### src/rtl/uart_fifo_pkg.sv
// Shared constants for the UART FIFO: register map and default geometry.
package uart_fifo_pkg;

    localparam logic [1:0] UART_DATA_ADDR   = 2'b00;
    localparam logic [1:0] UART_STATUS_ADDR = 2'b01;
    localparam logic [1:0] UART_CTRL_ADDR   = 2'b10;
    localparam logic [1:0] UART_BRD_ADDR    = 2'b11;

    localparam int UART_DATA_W    = 9;
    localparam int UART_ADDR_LOG2 = 4;

endpackage

### src/rtl/uart_fifo_if.sv
// Bus/core side signal bundle of the UART FIFO.
interface uart_fifo_if
    import uart_fifo_pkg::*;
#(
    parameter int DATA_W    = UART_DATA_W,
    parameter int ADDR_LOG2 = UART_ADDR_LOG2
);

    logic                 BusStrobe;
    logic                 ChipSelect;
    logic [1:0]           Address;
    logic                 CoreStrobe;
    logic                 ClearOV;
    logic                 Flush;
    logic [ADDR_LOG2:0]   Threshold;
    logic [DATA_W-1:0]    DataIn;
    logic [DATA_W-1:0]    DataOut;
    logic [ADDR_LOG2:0]   Level;
    logic [ADDR_LOG2-1:0] ReadPtr;
    logic [ADDR_LOG2-1:0] WritePtr;
    logic                 Full;
    logic                 Empty;
    logic                 OV;
    logic                 AtThresh;

    modport master (
        output BusStrobe, ChipSelect, Address,
        output CoreStrobe, ClearOV, Flush,
        output Threshold, DataIn,
        input  DataOut, Level, ReadPtr, WritePtr,
        input  Full, Empty, OV, AtThresh
    );

    modport slave (
        input  BusStrobe, ChipSelect, Address,
        input  CoreStrobe, ClearOV, Flush,
        input  Threshold, DataIn,
        output DataOut, Level, ReadPtr, WritePtr,
        output Full, Empty, OV, AtThresh
    );

endinterface

### src/rtl/uart_strobe_edge.sv
// Rising-edge detector for the bus strobe, qualified by chip select and
// register offset so a held strobe yields exactly one event.
module uart_strobe_edge
    import uart_fifo_pkg::*;
#(
    parameter logic [1:0] MATCH_ADDR = UART_DATA_ADDR
) (
    input  logic       Clock,
    input  logic       Reset,
    input  logic       strobe,
    input  logic       chip_select,
    input  logic [1:0] address,
    output logic       rise
);

    logic prev;
    logic armed;

    // armed stays low until the strobe is seen low after reset, so a
    // strobe still held at reset release never counts as an edge
    always_ff @(posedge Clock or negedge Reset) begin
        if (!Reset) begin
            prev  <= 1'b0;
            armed <= 1'b0;
        end else begin
            prev <= strobe;
            if (!strobe)
                armed <= 1'b1;
        end
    end

    assign rise = strobe & ~prev & armed & chip_select
                & (address == MATCH_ADDR);

endmodule

### src/rtl/uart_fifo_p.sv
// Parametrised UART RX/TX FIFO with occupancy, watermark, flush and
// sticky overflow; storage and pointers live here.
module uart_fifo_p
    import uart_fifo_pkg::*;
#(
    parameter int         DATA_W        = UART_DATA_W,
    parameter int         ADDR_LOG2     = UART_ADDR_LOG2,
    parameter logic [1:0] DATA_ADDR     = UART_DATA_ADDR,
    parameter bit         BUS_SIDE_READ = 1'b1
) (
    input  logic      Clock,
    input  logic      Reset,
    uart_fifo_if.slave bus
);

    localparam int DEPTH = 2 ** ADDR_LOG2;
    localparam logic [ADDR_LOG2:0] DEPTH_L = {1'b1, {ADDR_LOG2{1'b0}}};

    logic [DATA_W-1:0]    mem [DEPTH];
    logic [ADDR_LOG2-1:0] rd_ptr;
    logic [ADDR_LOG2-1:0] wr_ptr;
    logic [ADDR_LOG2:0]   level;
    logic                 ov;

    logic bus_evt;
    logic push;
    logic pop;
    logic full;
    logic empty;
    logic do_push;
    logic do_pop;
    logic overflow;

    uart_strobe_edge #(
        .MATCH_ADDR (DATA_ADDR)
    ) u_edge (
        .Clock       (Clock),
        .Reset       (Reset),
        .strobe      (bus.BusStrobe),
        .chip_select (bus.ChipSelect),
        .address     (bus.Address),
        .rise        (bus_evt)
    );

    assign push = BUS_SIDE_READ ? bus.CoreStrobe : bus_evt;
    assign pop  = BUS_SIDE_READ ? bus_evt : bus.CoreStrobe;

    assign full  = (level == DEPTH_L);
    assign empty = (level == '0);

    // a pop from a full FIFO frees the slot for a same-cycle push
    assign do_pop   = pop & ~empty & ~bus.Flush;
    assign do_push  = push & (~full | do_pop) & ~bus.Flush;
    assign overflow = push & full & ~do_pop & ~bus.Flush;

    always_ff @(posedge Clock) begin
        if (do_push)
            mem[wr_ptr] <= bus.DataIn;
    end

    always_ff @(posedge Clock or negedge Reset) begin
        if (!Reset) begin
            rd_ptr <= '0;
            wr_ptr <= '0;
            level  <= '0;
        end else if (bus.Flush) begin
            rd_ptr <= '0;
            wr_ptr <= '0;
            level  <= '0;
        end else begin
            if (do_push)
                wr_ptr <= wr_ptr + 1'b1;
            if (do_pop)
                rd_ptr <= rd_ptr + 1'b1;
            if (do_push && !do_pop)
                level <= level + 1'b1;
            else if (do_pop && !do_push)
                level <= level - 1'b1;
        end
    end

    always_ff @(posedge Clock or negedge Reset) begin
        if (!Reset)
            ov <= 1'b0;
        else if (overflow)
            ov <= 1'b1;
        else if (bus.ClearOV)
            ov <= 1'b0;
    end

    assign bus.DataOut  = empty ? '0 : mem[rd_ptr];
    assign bus.Level    = level;
    assign bus.ReadPtr  = rd_ptr;
    assign bus.WritePtr = wr_ptr;
    assign bus.Full     = full;
    assign bus.Empty    = empty;
    assign bus.OV       = ov;
    assign bus.AtThresh = (level >= bus.Threshold);

endmodule

### src/flat_wrapper.sv
// flat-port wrapper written by rule: the top's interface ports become plain ports
module uart_fifo_p_flat import uart_fifo_pkg::*;
#(
    parameter int         DATA_W        = UART_DATA_W,
    parameter int         ADDR_LOG2     = UART_ADDR_LOG2,
    parameter logic [1:0] DATA_ADDR     = UART_DATA_ADDR,
    parameter bit         BUS_SIDE_READ = 1'b1
)
  (Clock, Reset, bus_BusStrobe, bus_ChipSelect, bus_Address, bus_CoreStrobe, bus_ClearOV, bus_Flush, bus_Threshold, bus_DataIn, bus_DataOut, bus_Level, bus_ReadPtr, bus_WritePtr, bus_Full, bus_Empty, bus_OV, bus_AtThresh);
  uart_fifo_if #(.DATA_W(DATA_W), .ADDR_LOG2(ADDR_LOG2)) bus_i ();
  input  logic Clock;
  input  logic Reset;
  input wire logic [$bits(bus_i.BusStrobe)-1:0] bus_BusStrobe;
  input wire logic [$bits(bus_i.ChipSelect)-1:0] bus_ChipSelect;
  input wire logic [$bits(bus_i.Address)-1:0] bus_Address;
  input wire logic [$bits(bus_i.CoreStrobe)-1:0] bus_CoreStrobe;
  input wire logic [$bits(bus_i.ClearOV)-1:0] bus_ClearOV;
  input wire logic [$bits(bus_i.Flush)-1:0] bus_Flush;
  input wire logic [$bits(bus_i.Threshold)-1:0] bus_Threshold;
  input wire logic [$bits(bus_i.DataIn)-1:0] bus_DataIn;
  output wire logic [$bits(bus_i.DataOut)-1:0] bus_DataOut;
  output wire logic [$bits(bus_i.Level)-1:0] bus_Level;
  output wire logic [$bits(bus_i.ReadPtr)-1:0] bus_ReadPtr;
  output wire logic [$bits(bus_i.WritePtr)-1:0] bus_WritePtr;
  output wire logic [$bits(bus_i.Full)-1:0] bus_Full;
  output wire logic [$bits(bus_i.Empty)-1:0] bus_Empty;
  output wire logic [$bits(bus_i.OV)-1:0] bus_OV;
  output wire logic [$bits(bus_i.AtThresh)-1:0] bus_AtThresh;
  assign bus_i.BusStrobe = bus_BusStrobe;
  assign bus_i.ChipSelect = bus_ChipSelect;
  assign bus_i.Address = bus_Address;
  assign bus_i.CoreStrobe = bus_CoreStrobe;
  assign bus_i.ClearOV = bus_ClearOV;
  assign bus_i.Flush = bus_Flush;
  assign bus_i.Threshold = bus_Threshold;
  assign bus_i.DataIn = bus_DataIn;
  assign bus_DataOut = bus_i.DataOut;
  assign bus_Level = bus_i.Level;
  assign bus_ReadPtr = bus_i.ReadPtr;
  assign bus_WritePtr = bus_i.WritePtr;
  assign bus_Full = bus_i.Full;
  assign bus_Empty = bus_i.Empty;
  assign bus_OV = bus_i.OV;
  assign bus_AtThresh = bus_i.AtThresh;
  uart_fifo_p #(.DATA_W(DATA_W), .ADDR_LOG2(ADDR_LOG2), .DATA_ADDR(DATA_ADDR), .BUS_SIDE_READ(BUS_SIDE_READ)) u_core (.Clock(Clock), .Reset(Reset), .bus(bus_i));
endmodule
### config.mk
export PLATFORM = sky130hd
export DESIGN_NAME = uart_fifo_p_flat
export DESIGN_NICKNAME = d
export VERILOG_FILES = /design/src/rtl/uart_fifo_pkg.sv /design/src/rtl/uart_fifo_if.sv /design/src/rtl/uart_strobe_edge.sv /design/src/rtl/uart_fifo_p.sv /design/src/flat_wrapper.sv
export SDC_FILE = /design/constraint.sdc
export NUM_CORES = 1
export LEC_CHECK = 0
export ABC_CLOCK_PERIOD_IN_PS = 3600
export CORE_MARGIN = 10
export CORE_UTILIZATION = 57
export DETAILED_ROUTE_END_ITERATION = 12
export PLACE_DENSITY = 0.84
export REMOVE_ABC_BUFFERS = 1
export SYNTH_ARGS = -nofsm -noshare
export SYNTH_HDL_FRONTEND = slang
export SYNTH_SLANG_ARGS = --single-unit
### constraint.sdc
create_clock -name Clock -period 3.6 [get_ports Clock]
set_input_delay 1.08 -clock Clock [delete_from_list [all_inputs] [get_ports Clock]]
set_output_delay 1.08 -clock Clock [all_outputs]
set_load 0.005 [all_outputs]
==> results of run 1 <==
## metrics by stage
step,cells,TNS [ps],hold slack [ps]
3_5_place_dp,570,-224,478
5_1_grt,608,-12.4,527
2_1_floorplan,350,0,435
6_report,608,0,488
3_3_place_gp,570,-219,455
4_1_cts,605,0,495
## logic make-up after synthesis
family / after synthesis / share of synthesized area
compound gates: 28 / 0.0253
fa+ha+maj: 15 / 0.0292
flops: 160 / 0.707
mux: 58 / 0.155
xor+xnor: 9 / 0.0118
buf+inv: 33 / 0.0200
simple gates: 64 / 0.0522
## power by group
part	total [mW]	leakage [nW]	switching, mW	internal (mW)
Sequential	2.15	1.50	0.0677	2.08
Combinational	0.733	1.02	0.347	0.385
Clock	1.58	0.242	0.641	0.938
Total	4.46	2.76	1.06	3.40
## how the worst max path moves through the flow
| stage | cells past startpoint | to | slack, ps | startpoint |
|---|---|---|---|---|
| 2_1_floorplan | 3 | bus_DataOut[7] | 20 | u_core.bus.ReadPtr[0]$_DFFE_PN0P_ |
| 3_3_place_gp | 8 | bus_AtThresh | -220 | bus_Threshold[0] |
| 3_5_place_dp | 8 | bus_AtThresh | -220 | bus_Threshold[0] |
| 4_1_cts | 5 | bus_DataOut[5] | 30 | u_core.bus.ReadPtr[0]$_DFFE_PN0P_ |
| 5_1_grt | 6 | bus_DataOut[0] | -10 | u_core.bus.ReadPtr[0]$_DFFE_PN0P_ |
| 6_report | 8 | bus_AtThresh | 60 | bus_Threshold[0] |
## what timing repair did
item                                    4_1_cts  5_1_grt
gates resized for setup                       4        6
buffers inserted                              2        2
pin swaps                                     2        0
endpoints found under the setup margin        7        7
cloned                                        1        1
## cells in the mapped netlist (4+ instances only)
| cell type | number |
|---|---|
| nand2_1 | 7 |
| o22ai_1 | 11 |
| inv_1 | 16 |
| and2_1 | 8 |
| xor2_1 | 6 |
| a21oi_1 | 7 |
| ha_1 | 14 |
| nor2_1 | 17 |
| nand2b_1 | 4 |
| mux2i_1 | 18 |
| buf_2 | 8 |
| dfrtp_1 | 16 |
| mux4_2 | 36 |
| nand3_1 | 9 |
| edfxtp_1 | 144 |
| nor4_1 | 4 |
| clkbuf_1 | 9 |
## per-layer routing
metal	track usage	wire length [um]	up-vias
met5	0	0	-
met4	0.0735	336	0
met3	0.0637	1080	23
li1	-	-	1621
met2	0.287	7230	178
met1	0.220	5890	1873
## registers in the layout, summed over array words and instances (netlist names)
register and count:
u_core.u_edge.armed 1, u_core.u_edge.prev 1, u_core.bus.WritePtr 4, u_core.mem 144
u_core.bus.OV 1, u_core.bus.Level 5, u_core.bus.ReadPtr 4
## layout make-up
type / instances / share of cell area
sequential: 160 / 0.577
multi-input combinational: 174 / 0.228
timing repair buffer: 83 / 0.103
clock buffer: 24 / 0.0552
tap: 143 / 0.0218
clock inverter: 8 / 0.00795
inverter: 16 / 0.00733
## cells in the final DEF, fill, tap and decap left out, types with 9 or more instances in the layout
master / n
o22ai_1: 11
mux4_2: 36
clkbuf_16: 18
ha_1: 14
clkdlybuf4s50_1: 46
nand3_1: 9
inv_1: 16
mux2i_1: 15
buf_4: 29
dfrtp_1: 15
edfxtp_1: 144
nor2_1: 17
==> metrics.csv, run 1 <==
metric;value;unit
critical path endpoint category;primary output;
slowest cell on the critical path;clkdlybuf4s50_1;
fraction of layout cells with a size suffix above 1;0.222;
largest net degree at the start of global routing;38;
reg-to-reg slack, setup;610;ps
Syn Std Cell Area;6690;um^2
Yosys reg bits;160;
final worst slack;63.1;ps
Starting Density;0.583;
DRT iter0 DRCs;358;
Area Growth Syn to Fin;22.5;%
design area;8190;um^2
worst r2r src;u_core.bus.Level[0]$_DFFE_PN0P_;
critical path class;primary input to primary output;
H-tree depth;4;
Worst R2R Path Depth;12;
gr ovfl total;0;
Place WS;-224;ps
Final Hold Vio Count;0;
fin crit share;0.982;
Syn. warnings;0;
Initial DRT Pass Iterations;5;
height of the die;128;um
worst min path class;flip-flop to flip-flop;
Layout fillers;700;
CTS tree;built;
Final Skew;5.85;ps
Clock Sink Count;160;
Startpoint Class;primary input;
Area contributors post-synth;edfxtp_1 65%, mux4_2 12%, dfrtp_1 6.0%;
relative slew slack;0.491;
RePlAce Congestion;0.836;
post-route minimum period;3540;ps
Synth Instances;367;
Routed Antenna Nets;0;
max-slew violations;0;
Post-synth EDFFs;144;
WHS Path Cells;1;
first-pass GRT wire length;21.8;mm
register area share after synthesis;0.707;
asr flop ratio synth;0.100;
r2r endpoint;u_core.bus.Level[4]$_DFFE_PN0P_;
TritonCTS Buffers;17;
placed inst area;7550;um^2
drt total wl;14.5;mm
maximum VDD drop;0.348;mV
leakage power;2.76;nW
Worst Tran Pin Value;762;ps
Clk Latency, worst-skew pair;420;ps
storage element area;4730;um^2
Yosys top cell by area;edfxtp_1;
clock buffer depth;2;
post-layout power;4.46;mW
slowest cell delay on critical path;460;ps
WP data required;2520;ps
maxcap violations;0;
status;finished, final reports clean;
worst hold endpoint;u_core.u_edge.armed$_DFFE_PN0N_;
core area;11500;um^2
multi-input logic area;1870;um^2
Nets;490;
Vias/cell;6.08;
most frequent CP cell;a21oi_1;
Die ar.;16500;um^2
Arr. time, crit path;2460;ps
delay-heaviest family, CP;buffers and inverters;
crit-path cells;clkdlybuf4s50_1, ha_1, nand2b_1, a21oi_1, nor2b_1, o21ai_1, a21oi_1, clkdlybuf4s15_1;
share of the synthesized area in the top cell type;0.647;
Core Util, Final;0.714;
total track usage;0.180;
RSZ-0062 raised after global routing;yes;
hpwl dp;8.66;mm
fmax;283;MHz
crit-path max FO;1;
DRC;0;
initial antenna violation count;0;
WL/cell;23.9;um
vias in the first global route;3868;
number of distinct library cells after synthesis;36;
hold path start;u_core.u_edge.armed$_DFFE_PN0N_;
Buffers & Inverters on Critical Path;2;
Clk pin slew, worst setup/hold paths;50;ps
PortBufs;48;
CTS Hold Bufs;0;
# rows;39;
average instance area after synthesis;18.2;um^2
Root Buffer;clkbuf_16;
Via Count;3695;
ANT cells;0;
most used flip-flop cell after synthesis;edfxtp_1;
pwr dens;544;nW/um^2
Ports;49;
die width;128;um
Setup violations, final;0;
Note: power is estimated with default switching activity, not from simulation.
==> run 2: changes to the inputs <==
--- a/config.mk
+++ b/config.mk
@@ -6,9 +6,11 @@
 export NUM_CORES = 1
 export LEC_CHECK = 0
 export ABC_CLOCK_PERIOD_IN_PS = 3600
+export CAP_MARGIN = 20
 export CORE_MARGIN = 10
 export CORE_UTILIZATION = 57
 export DETAILED_ROUTE_END_ITERATION = 12
+export GPL_TIMING_DRIVEN = 0
 export PLACE_DENSITY = 0.84
 export REMOVE_ABC_BUFFERS = 1
 export SYNTH_ARGS = -nofsm -noshare
==> run 2 against run 1 <==
- die area unchanged
- sequential share of layout area increased by 0.60 points
- critical path depth is 3 lower
- design area fell by 0.92%
- fmax about the same
- first-iteration DRC count down 23%
- non-clock buffer count is 20 lower
- worst hold slack got worse by 13 ps
- largest cell class unchanged
==> metrics.csv, run 2 (same netlist as run 1, synthesis figures left out) <==
metric;value;unit
RSZ-0062 raised after global routing;yes;
Initial DRT Pass Iterations;5;
height of the die;128;um
Die ar.;16500;um^2
Vias/cell;6.15;
die width;128;um
WL/cell;24.2;um
worst min path class;flip-flop to flip-flop;
post-route minimum period;3540;ps
Via Count;3619;
RePlAce Congestion;0.805;
fmax;282;MHz
DRT iter0 DRCs;274;
Routed Antenna Nets;0;
Largest register FFs;144;
H-tree depth;4;
TritonCTS Buffers;17;
WP data required;2520;ps
critical path endpoint category;primary output;
maxcap violations;0;
most frequent cells in the layout;144 x edfxtp_1, 45 x clkdlybuf4s50_1, 36 x mux4_2, 17 x nor2_1, 17 x clkbuf_16;
maximum VDD drop;0.375;mV
commonest non-fill, non-tap cell in the layout;edfxtp_1;
largest net degree at the start of global routing;38;
slowest cell on the critical path;mux4_2;
crit-path cells;buf_16, mux4_2, mux2i_2, o22ai_1, clkdlybuf4s50_1;
fraction of layout cells with a size suffix above 1;0.225;
gr ovfl total;0;
Arr. time, crit path;2460;ps
critical path class;flip-flop to primary output;
Setup TNS;0;ps
leakage power;2.71;nW
drt total wl;14.2;mm
hpwl dp;8.71;mm
Worst Tran Pin Value;1020;ps
CTS tree;built;
Area Growth Syn to Fin;21.4;%
Final Skew;9.22;ps
post-layout power;4.59;mW
Final Hold Vio Count;0;
Starting Density;0.583;
Biggest register;u_core.mem;
Nets;470;
core area;11500;um^2
slowest cell delay on critical path;520;ps
# rows;39;
CTS Hold Bufs;0;
DRC;0;
relative slew slack;0.317;
Clk pin slew, worst setup/hold paths;60;ps
Setup violations, final;0;
max-slew violations;0;
clock buffer depth;2;
total track usage;0.180;
initial antenna violation count;0;
PortBufs;48;
Startpoint Class;flip-flop;
Root Buffer;clkbuf_16;
fin crit share;0.983;
ANT cells;0;
first-pass GRT wire length;22.1;mm
Ports;49;
vias in the first global route;3994;
status;finished, final reports clean;
pwr dens;566;nW/um^2
crit-path max FO;15;
Clock Sink Count;160;
Clk Latency, worst-skew pair;410;ps
==> run 2: cell types whose count changed in the layout (fill, tap and decap cells not counted), sizes merged <==
cell / previous run / this run
buf: 34 / 15
bufinv: 1 / 2
clkinv: 5 / 3
clkinvlp: 2 / 0
clkbuf: 25 / 28
dlymetal6s2s: 1 / 2
clkdlybuf4s15: 1 / 0
clkdlybuf4s50: 46 / 45
==> run 2: final timing paths <==
path / start / to / slack, ps / cells after the start
min in group asynchronous: Reset / u_core.bus.Level[4]$_DFFE_PN0P_ / 1110 / 1
setup / recovery: u_core.bus.ReadPtr[0]$_DFFE_PN0P_ / bus_DataOut[4] / 60 / 5
hold / removal: u_core.u_edge.armed$_DFFE_PN0N_ / u_core.u_edge.armed$_DFFE_PN0N_ / 470 / 1
hold reg to reg: u_core.u_edge.armed$_DFFE_PN0N_ / u_core.u_edge.armed$_DFFE_PN0N_ / 470 / 1
setup reg to reg: u_core.bus.Level[0]$_DFFE_PN0P_ / u_core.bus.Level[4]$_DFFE_PN0P_ / 790 / 10
max in group asynchronous: Reset / u_core.bus.ReadPtr[0]$_DFFE_PN0P_ / 1930 / 1
==> run 2: timing repair <==
item,CTS,global route
setup endpoints to repair,118,35
resized for setup,12,13
pin swaps,2,1
buffers inserted,4,3
==> run 2: per-layer routing <==
layer,part of all wire,track usage,vias to the layer above
met5,0,0,-
met4,0.019,0.0583,0
li1,-,-,1589
met3,0.080,0.0715,18
met2,0.51,0.296,147
met1,0.39,0.213,1865
==> run 2: cell type report <==
class | instances | area (um^2)
flip-flops and latches | 160 | 4730
fillers | 682 | 3350
multi-input cells | 174 | 1920
repair buffers | 63 | 648
clock buffers | 27 | 493
well taps | 143 | 179
clock inverters | 5 | 78.8
inverters | 16 | 60.1
==> run 2: where the power goes <==
part           total (mW)  switching (mW)  internal [mW]  leakage [nW]
logic               0.720           0.353          0.367         0.925
clock network        1.72           0.646           1.08         0.280
registers            2.15          0.0685           2.08          1.50
==> run 2: worst max-delay path: cells and delay by family, from the launching register on <==
| family | cells | cell delay (ps) |
|---|---|---|
| mux | 2 | 760 |
| buf+inv | 2 | 660 |
| flops | 1 | 470 |
| compound gates | 1 | 140 |
==> run 2: through the flow <==
step           hold WS [ps]  area [um^2]  cells  worst slack [ps]   util
6_report                474         8110    588              60.1  0.708
2_1_floorplan           435         6610    350              22.8      -
3_5_place_dp            458         7390    548              -925  0.645
4_1_cts                 472         8030    584              1.68  0.701
3_3_place_gp            450         7270    541             -1450  0.634
5_1_grt                 533         8110    588             -6.45  0.708
